--- config.mk ---
export PLATFORM = sky130hd
export DESIGN_NAME = debounced_hex_counter_flat
export DESIGN_NICKNAME = d
export VERILOG_FILES = /design/src/rtl/debounced_hex_counter_if.sv /design/src/rtl/debounced_hex_counter.sv /design/src/flat_wrapper.sv
export SDC_FILE = /design/constraint.sdc
export NUM_CORES = 1
export LEC_CHECK = 0
export BUFFER_PORTS_ARGS = -buffer_cell sky130_fd_sc_hd__buf_2
export CORE_MARGIN = 1.5
export CORE_UTILIZATION = 45
export CTS_BUF_LIST = sky130_fd_sc_hd__clkbuf_4 sky130_fd_sc_hd__clkbuf_8
export CTS_CLUSTER_SIZE = 10
export DETAILED_ROUTE_END_ITERATION = 16
export GPL_TIMING_DRIVEN = 0
export SLEW_MARGIN = 20
export SYNTH_ARGS = -nofsm -noshare
export SYNTH_HDL_FRONTEND = slang
export SYNTH_SLANG_ARGS = --single-unit
export TNS_END_PERCENT = 30
--- constraint.sdc ---
create_clock -name clk -period 2.6 [get_ports clk]
set_input_delay 0.39 -clock clk [delete_from_list [all_inputs] [get_ports clk]]
set_output_delay 0.39 -clock clk [all_outputs]
set_load 0.01 [all_outputs]
--- src/rtl/debounced_hex_counter_if.sv ---
// debounced_hex_counter_if: button inputs, enable and counter outputs of the debounced hex counter
interface debounced_hex_counter_if;
  logic btn_up;
  logic btn_down;
  logic btn_clr;
  logic en;
  logic [3:0] count;
  logic step;
  logic wrap;
  modport master (output btn_up, btn_down, btn_clr, en, input count, step, wrap);
  modport slave (input btn_up, btn_down, btn_clr, en, output count, step, wrap);
endinterface

--- src/rtl/debounced_hex_counter.sv ---
// debounced_hex_counter: three debounced buttons driving a modulo-16 up/down/clear counter
module debounced_hex_counter #(
  parameter int DEBOUNCE_CYCLES = 250000,
  parameter bit WRAP = 1'b1
) (
  input logic clk,
  input logic rst_n,
  debounced_hex_counter_if.slave bus
);
  localparam int CW = $clog2(DEBOUNCE_CYCLES + 1);
  localparam logic [CW-1:0] ONE = CW'(1);
  localparam logic [CW-1:0] LAST = CW'(DEBOUNCE_CYCLES);
  typedef enum logic [1:0] {IDLE, PRESS_WAIT, PRESSED, REL_WAIT} state_e;
  logic [2:0] raw;
  logic [2:0] pulse;
  logic [3:0] count_q, count_d;
  logic step_q, step_d, wrap_q, wrap_d;
  logic up_ok, dn_ok;
  assign raw = {bus.btn_clr, bus.btn_down, bus.btn_up};
  for (genvar i = 0; i < 3; i++) begin : g_btn
    logic [1:0] sync_q;
    state_e st_q, st_d;
    logic [CW-1:0] cnt_q, cnt_d;
    logic pulse_q, pulse_d;
    logic s;
    assign s = sync_q[1];
    always_ff @(posedge clk)
      if (!rst_n) begin
        sync_q <= '0;
        st_q <= IDLE;
        cnt_q <= '0;
        pulse_q <= 1'b0;
      end else begin
        sync_q <= {sync_q[0], raw[i]};
        st_q <= st_d;
        cnt_q <= cnt_d;
        pulse_q <= pulse_d;
      end
    // counter is cleared on every state change so it can never wrap
    always_comb begin
      st_d = st_q;
      cnt_d = cnt_q;
      pulse_d = 1'b0;
      case (st_q)
        IDLE: if (s) begin st_d = PRESS_WAIT; cnt_d = ONE; end
        PRESS_WAIT:
          if (!s) begin st_d = IDLE; cnt_d = '0; end
          else if (cnt_q + ONE == LAST) begin st_d = PRESSED; cnt_d = '0; pulse_d = 1'b1; end
          else cnt_d = cnt_q + ONE;
        PRESSED: if (!s) begin st_d = REL_WAIT; cnt_d = ONE; end
        REL_WAIT:
          if (s) begin st_d = PRESSED; cnt_d = '0; end
          else if (cnt_q + ONE == LAST) begin st_d = IDLE; cnt_d = '0; end
          else cnt_d = cnt_q + ONE;
        default: begin st_d = IDLE; cnt_d = '0; end
      endcase
    end
    assign pulse[i] = pulse_q;
  end
  assign up_ok = pulse[0] & ~pulse[1] & (WRAP | (count_q != 4'hf));
  assign dn_ok = pulse[1] & ~pulse[0] & (WRAP | (count_q != 4'h0));
  always_comb begin
    count_d = !bus.en ? count_q : pulse[2] ? 4'h0 : up_ok ? count_q + 4'd1 : dn_ok ? count_q - 4'd1 : count_q;
    step_d = bus.en & (pulse[2] ? |count_q : (up_ok | dn_ok));
    wrap_d = bus.en & ~pulse[2] & ((up_ok & (count_q == 4'hf)) | (dn_ok & (count_q == 4'h0)));
  end
  always_ff @(posedge clk)
    if (!rst_n) begin
      count_q <= 4'h0;
      step_q <= 1'b0;
      wrap_q <= 1'b0;
    end else begin
      count_q <= count_d;
      step_q <= step_d;
      wrap_q <= wrap_d;
    end
  assign bus.count = count_q;
  assign bus.step = step_q;
  assign bus.wrap = wrap_q;
endmodule

--- src/flat_wrapper.sv ---
// flat-port wrapper written by rule: the top's interface ports become plain ports
module debounced_hex_counter_flat 
#(
  parameter int DEBOUNCE_CYCLES = 250000,
  parameter bit WRAP = 1'b1
)
  (clk, rst_n, bus_btn_up, bus_btn_down, bus_btn_clr, bus_en, bus_count, bus_step, bus_wrap);
  debounced_hex_counter_if bus_i ();
  input logic clk;
  input logic rst_n;
  input wire logic [$bits(bus_i.btn_up)-1:0] bus_btn_up;
  input wire logic [$bits(bus_i.btn_down)-1:0] bus_btn_down;
  input wire logic [$bits(bus_i.btn_clr)-1:0] bus_btn_clr;
  input wire logic [$bits(bus_i.en)-1:0] bus_en;
  output wire logic [$bits(bus_i.count)-1:0] bus_count;
  output wire logic [$bits(bus_i.step)-1:0] bus_step;
  output wire logic [$bits(bus_i.wrap)-1:0] bus_wrap;
  assign bus_i.btn_up = bus_btn_up;
  assign bus_i.btn_down = bus_btn_down;
  assign bus_i.btn_clr = bus_btn_clr;
  assign bus_i.en = bus_en;
  assign bus_count = bus_i.count;
  assign bus_step = bus_i.step;
  assign bus_wrap = bus_i.wrap;
  debounced_hex_counter #(.DEBOUNCE_CYCLES(DEBOUNCE_CYCLES), .WRAP(WRAP)) u_core (.clk(clk), .rst_n(rst_n), .bus(bus_i));
endmodule
# After elaboration in Yosys (flattened, before gate mapping)
# Cells that the tools add are included.
# totals
rom_bits	0
register_bits	75
in_bits	6
out_inout_bits	6
ramBits	0
memories	0
latchBits	0
wordCells	119
# classes
n_eq_ne	25
n_mul	0
bitwise_logic	12
n_div	0
n_addsub	5
n_lt_le_gt_ge	0
n_reduce_logical	16
n_shift	0
mux	46
# ops
operator	count
2-to-1 mux 18 bit	15
one-hot mux 18 bit (4 select lines)	3
adder 18 x 1 -> 18 bit, second input constant	3
== test 18 bit, second input constant	3
2-to-1 mux 2 bit	18
one-hot mux 2 bit (4 select lines)	3
== test 2 bit, second input constant	6
2-to-1 mux 4 bit	3
AND reduction 4 bit	3
inequality test 3 x 1 -> 1 bit, second input constant	3
inequality test 3 bit, second input constant	3
AND reduction 3 bit	3
AND reduction 2 bit	4
AND 1 bit	7
== test 2 x 1 -> 1 bit, second input constant	3
zero test 2 bit	3
inequality test 2 x 1 -> 1 bit, second input constant	3
inequality test 2 bit, second input constant	3
adder 4 x 1 -> 4 bit, second input constant	1
== test 4 bit, second input constant	1
zero test 4 bit	1
2-to-1 mux 1 bit	4
OR reduction 4 bit	1
subtractor 4 x 1 -> 4 bit, second input constant	1
3 further kinds	6

# Depth between registers and ports, before layout
# Gate-level depths: netlist of run 1.
# depth
depth_word	5
ltp_mapped	11
mapped_depth_nobuf	10

# Least setup slack after synthesis of run 1
# Ideal clock, no wire load.
# synth_timing
path_type	flip-flop to flip-flop
startpoint	register u_core.g_btn[1].cnt_q[0]
endpoint	register u_core.g_btn[1].cnt_q[1]
setup_ps	117
arrival_time_ps	2439
stages_incl_launch_ff	9
n_path_buf	2
period_less_slack_ps	2556
setup_slack_ps	44
required_time_ps	2483
cell_sequence	dfxtp_1 > ha_1 > clkbuf_1 > or3b_2 > a211oi_1 > o211ai_1 > or4b_1 > buf_6 > a32o_1
# synth_between
elab_chain_len	5
elab_cells_between_ends	6
cone_classes	1 x add/sub; 1 x eq/ne; 4 x mux
# synth_rtl
item	line_no	text
start, declared	debounced_hex_counter.sv:23	logic [CW-1:0] cnt_q, cnt_d;
start signal, assigned	debounced_hex_counter.sv:36	cnt_q <= cnt_d;
adder 18 x 1 -> 18 bit (*)	--	
== test 18 bit	debounced_hex_counter.sv:48, debounced_hex_counter.sv:53	
2-to-1 mux 18 bit (*)	debounced_hex_counter.sv:48, debounced_hex_counter.sv:53	
2-to-1 mux 18 bit (on tied branches)	debounced_hex_counter.sv:52, debounced_hex_counter.sv:47	
one-hot mux 18 bit (4 select lines) (*)	debounced_hex_counter.sv:44	case (st_q)
# Every way passes the cells marked *; elsewhere a longest branch is shown, timed or not.
# A chain may end at the register's enable or synchronous reset.

# Worst setup path after layout of run 1
# layout_timing
startpoint	register u_core.g_btn[1].cnt_q[2]
endpoint	register u_core.g_btn[1].cnt_q[1]
# layout_between
elab_chain_len	5
elab_cells_between_ends	6
cone_classes	1 x add/sub; 1 x eq/ne; 4 x mux
# layout_rtl
item	line_no
adder 18 x 1 -> 18 bit (*)	debounced_hex_counter.sv:48, debounced_hex_counter.sv:53
== test 18 bit (*)	debounced_hex_counter.sv:48, debounced_hex_counter.sv:53
2-to-1 mux 18 bit (*)	debounced_hex_counter.sv:48, debounced_hex_counter.sv:53
2-to-1 mux 18 bit (on tied branches)	debounced_hex_counter.sv:52, debounced_hex_counter.sv:47
one-hot mux 18 bit (4 select lines) (*)	debounced_hex_counter.sv:44
# Marks and branches as above.

==> results of run 1 <==
## kinds of logic (layout without fill, tap and decap cells)
family / count (synthesis) / count (layout) / share of synthesized area, %
XOR/XNOR: 28 / 28 / 5.68
multiplexers: 6 / 6 / 1.39
AO/OA/AOI/OAI: 92 / 92 / 14.5
buffers and inverters: 44 / 82 / 4.29
flip-flops: 75 / 75 / 34.8
adder cells (fa/ha/maj): 8 / 8 / 2.49
AND/OR/NAND/NOR: 297 / 297 / 36.9
## repair_timing
item,in CTS,in global routing
buffers inserted,1,16
gates resized for setup,20,48
hold buffers,0,0
gates cloned,0,1
setup endpoints to repair,37,37
pin swaps,2,10
## state kept, by name, summed over array words and instances (netlist names), named ones only
signal,cells
u_core.g_btn.pulse_q,3
u_core.g_btn.sync_q,6
u_core.g_btn.st_q,3
u_core.bus.wrap,1
u_core.bus.step,1
u_core.g_btn.cnt_q,54
u_core.bus.count,4
## power breakdown
| part | switching [mW] | internal (mW) |
|---|---|---|
| clock network | 0.461 | 0.553 |
| registers | 0.0104 | 1.15 |
| logic | 0.0446 | 0.0221 |
| total | 0.516 | 1.73 |
## synthesized netlist by cell type (10+ instances only)
cell type	instances	area, µm²
nor2_1	26	97.6
buf_2	10	50.1
o21ai_0	18	90.1
nand3_1	51	255
clkbuf_1	19	71.3
and2_1	13	81.3
inv_1	12	45.0
nor3_1	16	80.1
dfxtp_1	75	1500
xnor2_1	19	166
and3_1	21	131
nand4_1	20	125
a21oi_1	11	55.1
a31oi_1	10	62.6
or3_1	14	87.6
nand2_1	76	285
## worst max-delay path, delay by kind of cell (launching register included)
| kind | cells | cell delay (ns) |
|---|---|---|
| AOI/OAI and AO/OA | 3 | 0.69 |
| buffers and inverters | 2 | 0.27 |
| DFF | 1 | 0.33 |
| and+or+nand+nor | 3 | 1.17 |
## stage by stage
stage                     std cells  instance area, µm²  setup TNS [ns]  util [%]  hold slack (ns)
after floorplan                 550                4320               0         -            0.412
after global placement          689                4530           -4.44      48.8            0.415
after detailed placement        689                4530           -5.70      48.8            0.422
after CTS                       703                4830               0      52.0            0.222
after global routing            717                5100          -0.289      54.9            0.213
final                           717                5100               0      54.9            0.244
## final timing paths
| check | startpoint | to | slack, ns | depth (start not counted) |
|---|---|---|---|---|
| worst max register to register | u_core.g_btn[1].cnt_q[2]$_SDFFE_PN0P_ | u_core.g_btn[1].cnt_q[1]$_SDFFE_PN0P_ | 0.02 | 8 |
| worst max-delay path | u_core.g_btn[1].cnt_q[2]$_SDFFE_PN0P_ | u_core.g_btn[1].cnt_q[1]$_SDFFE_PN0P_ | 0.02 | 8 |
| worst min register to register | u_core.g_btn[0].sync_q[0]$_SDFF_PN0_ | u_core.g_btn[0].sync_q[1]$_SDFF_PN0_ | 0.44 | 1 |
| worst min-delay path | bus_btn_clr | u_core.g_btn[2].sync_q[0]$_SDFF_PN0_ | 0.24 | 2 |
## layout make-up
class                      count  area, µm²  area share [%]
clock buffer                  10        131            2.58
multi-input combinational    431       2810            55.0
timing repair buffer          28        183            3.58
buffer                        26        150            2.95
tap                          129        161            3.17
sequential                    75       1530            30.0
inverter                      12       45.0           0.884
clock inverter                 6       90.1            1.77
## per-layer routing
layer  global-route usage (%)  routed length (µm)  part of all wire [%]
met1                     28.1                5000                    48
met2                     34.9                4970                    48
met3                     4.23                 386                   3.7
met4                     6.09                 100                  0.96
met5                        0                   0                     0
==> impl_metrics.env, run 1 <==
export IMPL_layout_nets=597
export IMPL_final_common_cell="nand2_1"
export IMPL_cts_max_level=3
export IMPL_critPathKind="reg2reg"
export IMPL_critPathArrivalTime_ns=2.82
export IMPL_hold_viol=0
export IMPL_ant_nets=0
export IMPL_layout_common_cells="nand2_1 (74), dfxtp_1 (60), nand3_1 (50), nor2_1 (24), nand4_1 (20)"
export IMPL_cts_root_buf="clkbuf_8"
export IMPL_via_per_inst=5.67
export IMPL_critPathMaxStageDelay_ns=0.57
export IMPL_avgRoutedWirePerCell_um=14.6
export IMPL_grt_max_degree=14
export IMPL_syn_area_per_cell_um2=7.86
export IMPL_ys_types=61
export IMPL_slew_viol_final=0
export IMPL_critPathLaunchType="flip-flop"
export IMPL_synthFlopType="dfxtp_1"
export IMPL_dpl_hpwl_um=7080
export IMPL_num_antenna_cells=0
export IMPL_synth_edff_count=0
export IMPL_pin_count=12
export IMPL_clk_latency_ns=0.36
export IMPL_routed_wl_um=10500
export IMPL_ys_seq_elements=75
export IMPL_track_usage_pct=21.2
export IMPL_drive_gt1_share_pct=17.5
export IMPL_placementRows=35
export IMPL_core_mm2=0.00928
export IMPL_syn_area_mm2=0.00432
export IMPL_status="finished clean"
export IMPL_hp_class="in2reg"
export IMPL_dp_slack_ns=-0.256
export IMPL_setup_viol=0
export IMPL_first_pass_iters=5
export IMPL_worst_slew_pin_slew_ns=1.10
export IMPL_fillers=919
export IMPL_syn_to_final_growth_pct=18.0
export IMPL_drtIter0Drc=199
export IMPL_fin_crit_ns=2.58
export IMPL_path_max_fanout=6
export IMPL_clk_pin_slew_ns=0.08
export IMPL_drc=0
export IMPL_cp_slowest_cell="or4b_4"
export IMPL_num_vias=4065
export IMPL_power_density_mw_per_mm2=441
export IMPL_vdd_drop_max_v=0.000312
export IMPL_netlist_instances=550
export IMPL_cellLeakagePower_nw=1.81
export IMPL_cts_tree="built"
export IMPL_async_flop_share_pct=0
export IMPL_port_buffers=10
export IMPL_die_h_um=101
export IMPL_dieArea_mm2=0.0102
export IMPL_fmax_mhz=388
export IMPL_maxCapViolations=0
export IMPL_fin_worst_skew_ns=0.0183
export IMPL_layout_setup_ws_ns=0.0247
export IMPL_period_share_pct=99.0
export IMPL_gp_congestion=0.864
export IMPL_cts_inserted_buffers=9
export IMPL_grt_overflow=0
export IMPL_grt_pass1_vias=3673
export IMPL_ys_seq_area_share_pct=34.8
export IMPL_yosysWarnings=0
export IMPL_clockBufferDepth=2
export IMPL_synth_nets=564
export IMPL_die_w_um=101
export IMPL_grt_pass1_wl_um=17400
export IMPL_rsz0062_at_grt="true"
export IMPL_start_util_pct=46.5
export IMPL_path_cells="buf_6 -> nand3_4 -> or4_4 -> a221oi_4 -> o211ai_1 -> or4b_4 -> buf_8 -> a32o_1"
export IMPL_crit_path_end_kind="flip-flop"
export IMPL_max_slew_margin_pct=26.4
export IMPL_antenna_found_initial=0
export IMPL_clock_sinks=75
export IMPL_cp_data_required_time_ns=2.84
export IMPL_total_power_mw=2.25
Power figures use the tool's default switching activity.
==> run 2, diff against run 1 <==
--- a/config.mk
+++ b/config.mk
@@ -8,8 +8,6 @@
 export BUFFER_PORTS_ARGS = -buffer_cell sky130_fd_sc_hd__buf_2
 export CORE_MARGIN = 1.5
 export CORE_UTILIZATION = 45
-export CTS_BUF_LIST = sky130_fd_sc_hd__clkbuf_4 sky130_fd_sc_hd__clkbuf_8
-export CTS_CLUSTER_SIZE = 10
 export DETAILED_ROUTE_END_ITERATION = 16
 export GPL_TIMING_DRIVEN = 0
 export SLEW_MARGIN = 20
==> impl_metrics.env, run 2 (synthesis results as in run 1) <==
export IMPL_status="finished clean"
export IMPL_crit_path_end_kind="flip-flop"
export IMPL_hold_start="bus_btn_clr"
export IMPL_fin_area_mm2=0.00509
export IMPL_cts_tree="built"
export IMPL_syn_to_final_growth_pct=17.9
export IMPL_drtIter0Drc=199
export IMPL_via_per_inst=5.67
export IMPL_path_max_fanout=6
export IMPL_cp_data_required_time_ns=2.84
export IMPL_pin_count=12
export IMPL_layout_common_cells="nand2_1 (74), dfxtp_1 (60), nand3_1 (50), nor2_1 (24), nand4_1 (20)"
export IMPL_critPathKind="reg2reg"
export IMPL_r2r_start="u_core.g_btn[1].cnt_q[2]$_SDFFE_PN0P_"
export IMPL_avgRoutedWirePerCell_um=14.6
export IMPL_slew_viol_final=0
export IMPL_fin_worst_skew_ns=0.0183
export IMPL_critPathArrivalTime_ns=2.82
export IMPL_maxCapViolations=0
export IMPL_start_util_pct=46.5
export IMPL_first_pass_iters=5
export IMPL_gp_congestion=0.864
export IMPL_cts_hold_buf=0
export IMPL_reg2reg_depth=8
export IMPL_drive_gt1_share_pct=17.3
export IMPL_clk_pin_slew_ns=0.08
export IMPL_rrSetupSlack_ns=0.02
export IMPL_dp_slack_ns=-0.256
export IMPL_fin_cells=717
export IMPL_grt_pass1_wl_um=17400
export IMPL_antenna_found_initial=0
export IMPL_fin_crit_ns=2.58
export IMPL_hold_end="u_core.g_btn[2].sync_q[0]$_SDFF_PN0_"
export IMPL_clockBufferDepth=2
export IMPL_critPathLaunchType="flip-flop"
export IMPL_power_density_mw_per_mm2=439
export IMPL_total_power_mw=2.24
export IMPL_place_inst=689
export IMPL_utilization_pct=54.9
export IMPL_rr_endpoint="u_core.g_btn[1].cnt_q[1]$_SDFFE_PN0P_"
export IMPL_die_h_um=101
export IMPL_cts_inserted_buffers=9
export IMPL_min_path_cells=2
export IMPL_ant_nets=0
export IMPL_core_mm2=0.00928
export IMPL_vdd_drop_max_v=0.000312
export IMPL_num_antenna_cells=0
export IMPL_fin_tns_setup_ns=0
export IMPL_track_usage_pct=21.2
export IMPL_worst_slew_pin_slew_ns=1.10
export IMPL_drc=0
export IMPL_period_share_pct=99.0
export IMPL_final_common_cell="nand2_1"
export IMPL_placedInstanceArea_mm2=0.00453
export IMPL_cts_max_level=3
export IMPL_num_vias=4065
export IMPL_grt_pass1_vias=3673
export IMPL_placementRows=35
export IMPL_port_buffers=10
export IMPL_fmax_mhz=388
export IMPL_hold_viol=0
export IMPL_dpl_hpwl_um=7080
export IMPL_top_register="u_core.g_btn.cnt_q"
export IMPL_holdWs_ns=0.244
export IMPL_die_w_um=101
export IMPL_hp_class="in2reg"
export IMPL_cellLeakagePower_nw=1.80
export IMPL_grt_max_degree=14
export IMPL_grt_overflow=0
export IMPL_cts_root_buf="clkbuf_8"
export IMPL_dieArea_mm2=0.0102
export IMPL_largest_reg_flops=54
export IMPL_layout_setup_ws_ns=0.0247
export IMPL_clk_latency_ns=0.36
export IMPL_clock_sinks=75
export IMPL_layout_nets=597
export IMPL_rsz0062_at_grt="true"
export IMPL_routed_wl_um=10500
export IMPL_max_slew_margin_pct=26.4
export IMPL_setup_viol=0
-- run 2: layer usage --
layer	share of wire [%]	vias up	GRT usage [%]
met4	0.96	0	6.09
met2	48	75	34.9
li1	-	2088	-
met3	3.7	11	4.23
met1	48	1891	28.1
met5	0	-	0
-- run 2: cell type report --
class	count	area, µm²
fill	918	4190
multi-input combinational	431	2810
sequential	75	1530
timing repair buffer	28	183
tap	129	161
buffer	26	150
clock buffer	10	128
clock inverter	6	90.1
inverter	12	45.0
-- run 2: how the worst max path moves through the flow --
stage / end / slack [ns] / start
4_1_cts: u_core.g_btn[1].cnt_q[12]$_SDFFE_PN0P_ / 0.0007 / u_core.g_btn[1].cnt_q[8]$_SDFFE_PN0P_
3_3_place_gp: u_core.g_btn[2].cnt_q[3]$_SDFFE_PN0P_ / -0.22 / u_core.g_btn[2].cnt_q[0]$_SDFFE_PN0P_
3_5_place_dp: u_core.g_btn[2].cnt_q[3]$_SDFFE_PN0P_ / -0.26 / u_core.g_btn[2].cnt_q[0]$_SDFFE_PN0P_
6_report: u_core.g_btn[1].cnt_q[1]$_SDFFE_PN0P_ / 0.02 / u_core.g_btn[1].cnt_q[2]$_SDFFE_PN0P_
5_1_grt: u_core.g_btn[1].cnt_q[14]$_SDFFE_PN0P_ / -0.05 / u_core.g_btn[1].cnt_q[2]$_SDFFE_PN0P_
2_1_floorplan: u_core.g_btn[1].cnt_q[1]$_SDFFE_PN0P_ / 0.04 / u_core.g_btn[1].cnt_q[0]$_SDFFE_PN0P_
-- run 2: worst max-delay path, cell delays in order, from the launching register on --
cell      delay, ns
dfxtp_2        0.33
buf_6          0.11
nand3_4        0.09
or4_4          0.51
a221oi_4       0.31
o211ai_1       0.13
or4b_4         0.57
buf_8          0.16
a32o_1         0.25
-- run 2: repair_timing --
item	in CTS	in global routing
gates cloned	0	1
setup endpoints to repair	37	37
resized for setup	20	48
buffers inserted	1	16
pin swaps	2	10
-- run 2: report_power, final --
part	internal (mW)	switching, mW	total (mW)	leakage [nW]
combinational	0.0221	0.0447	0.0668	1.08
clock	0.543	0.461	1.00	0.106
sequential	1.15	0.0104	1.16	0.615
total	1.72	0.516	2.24	1.80
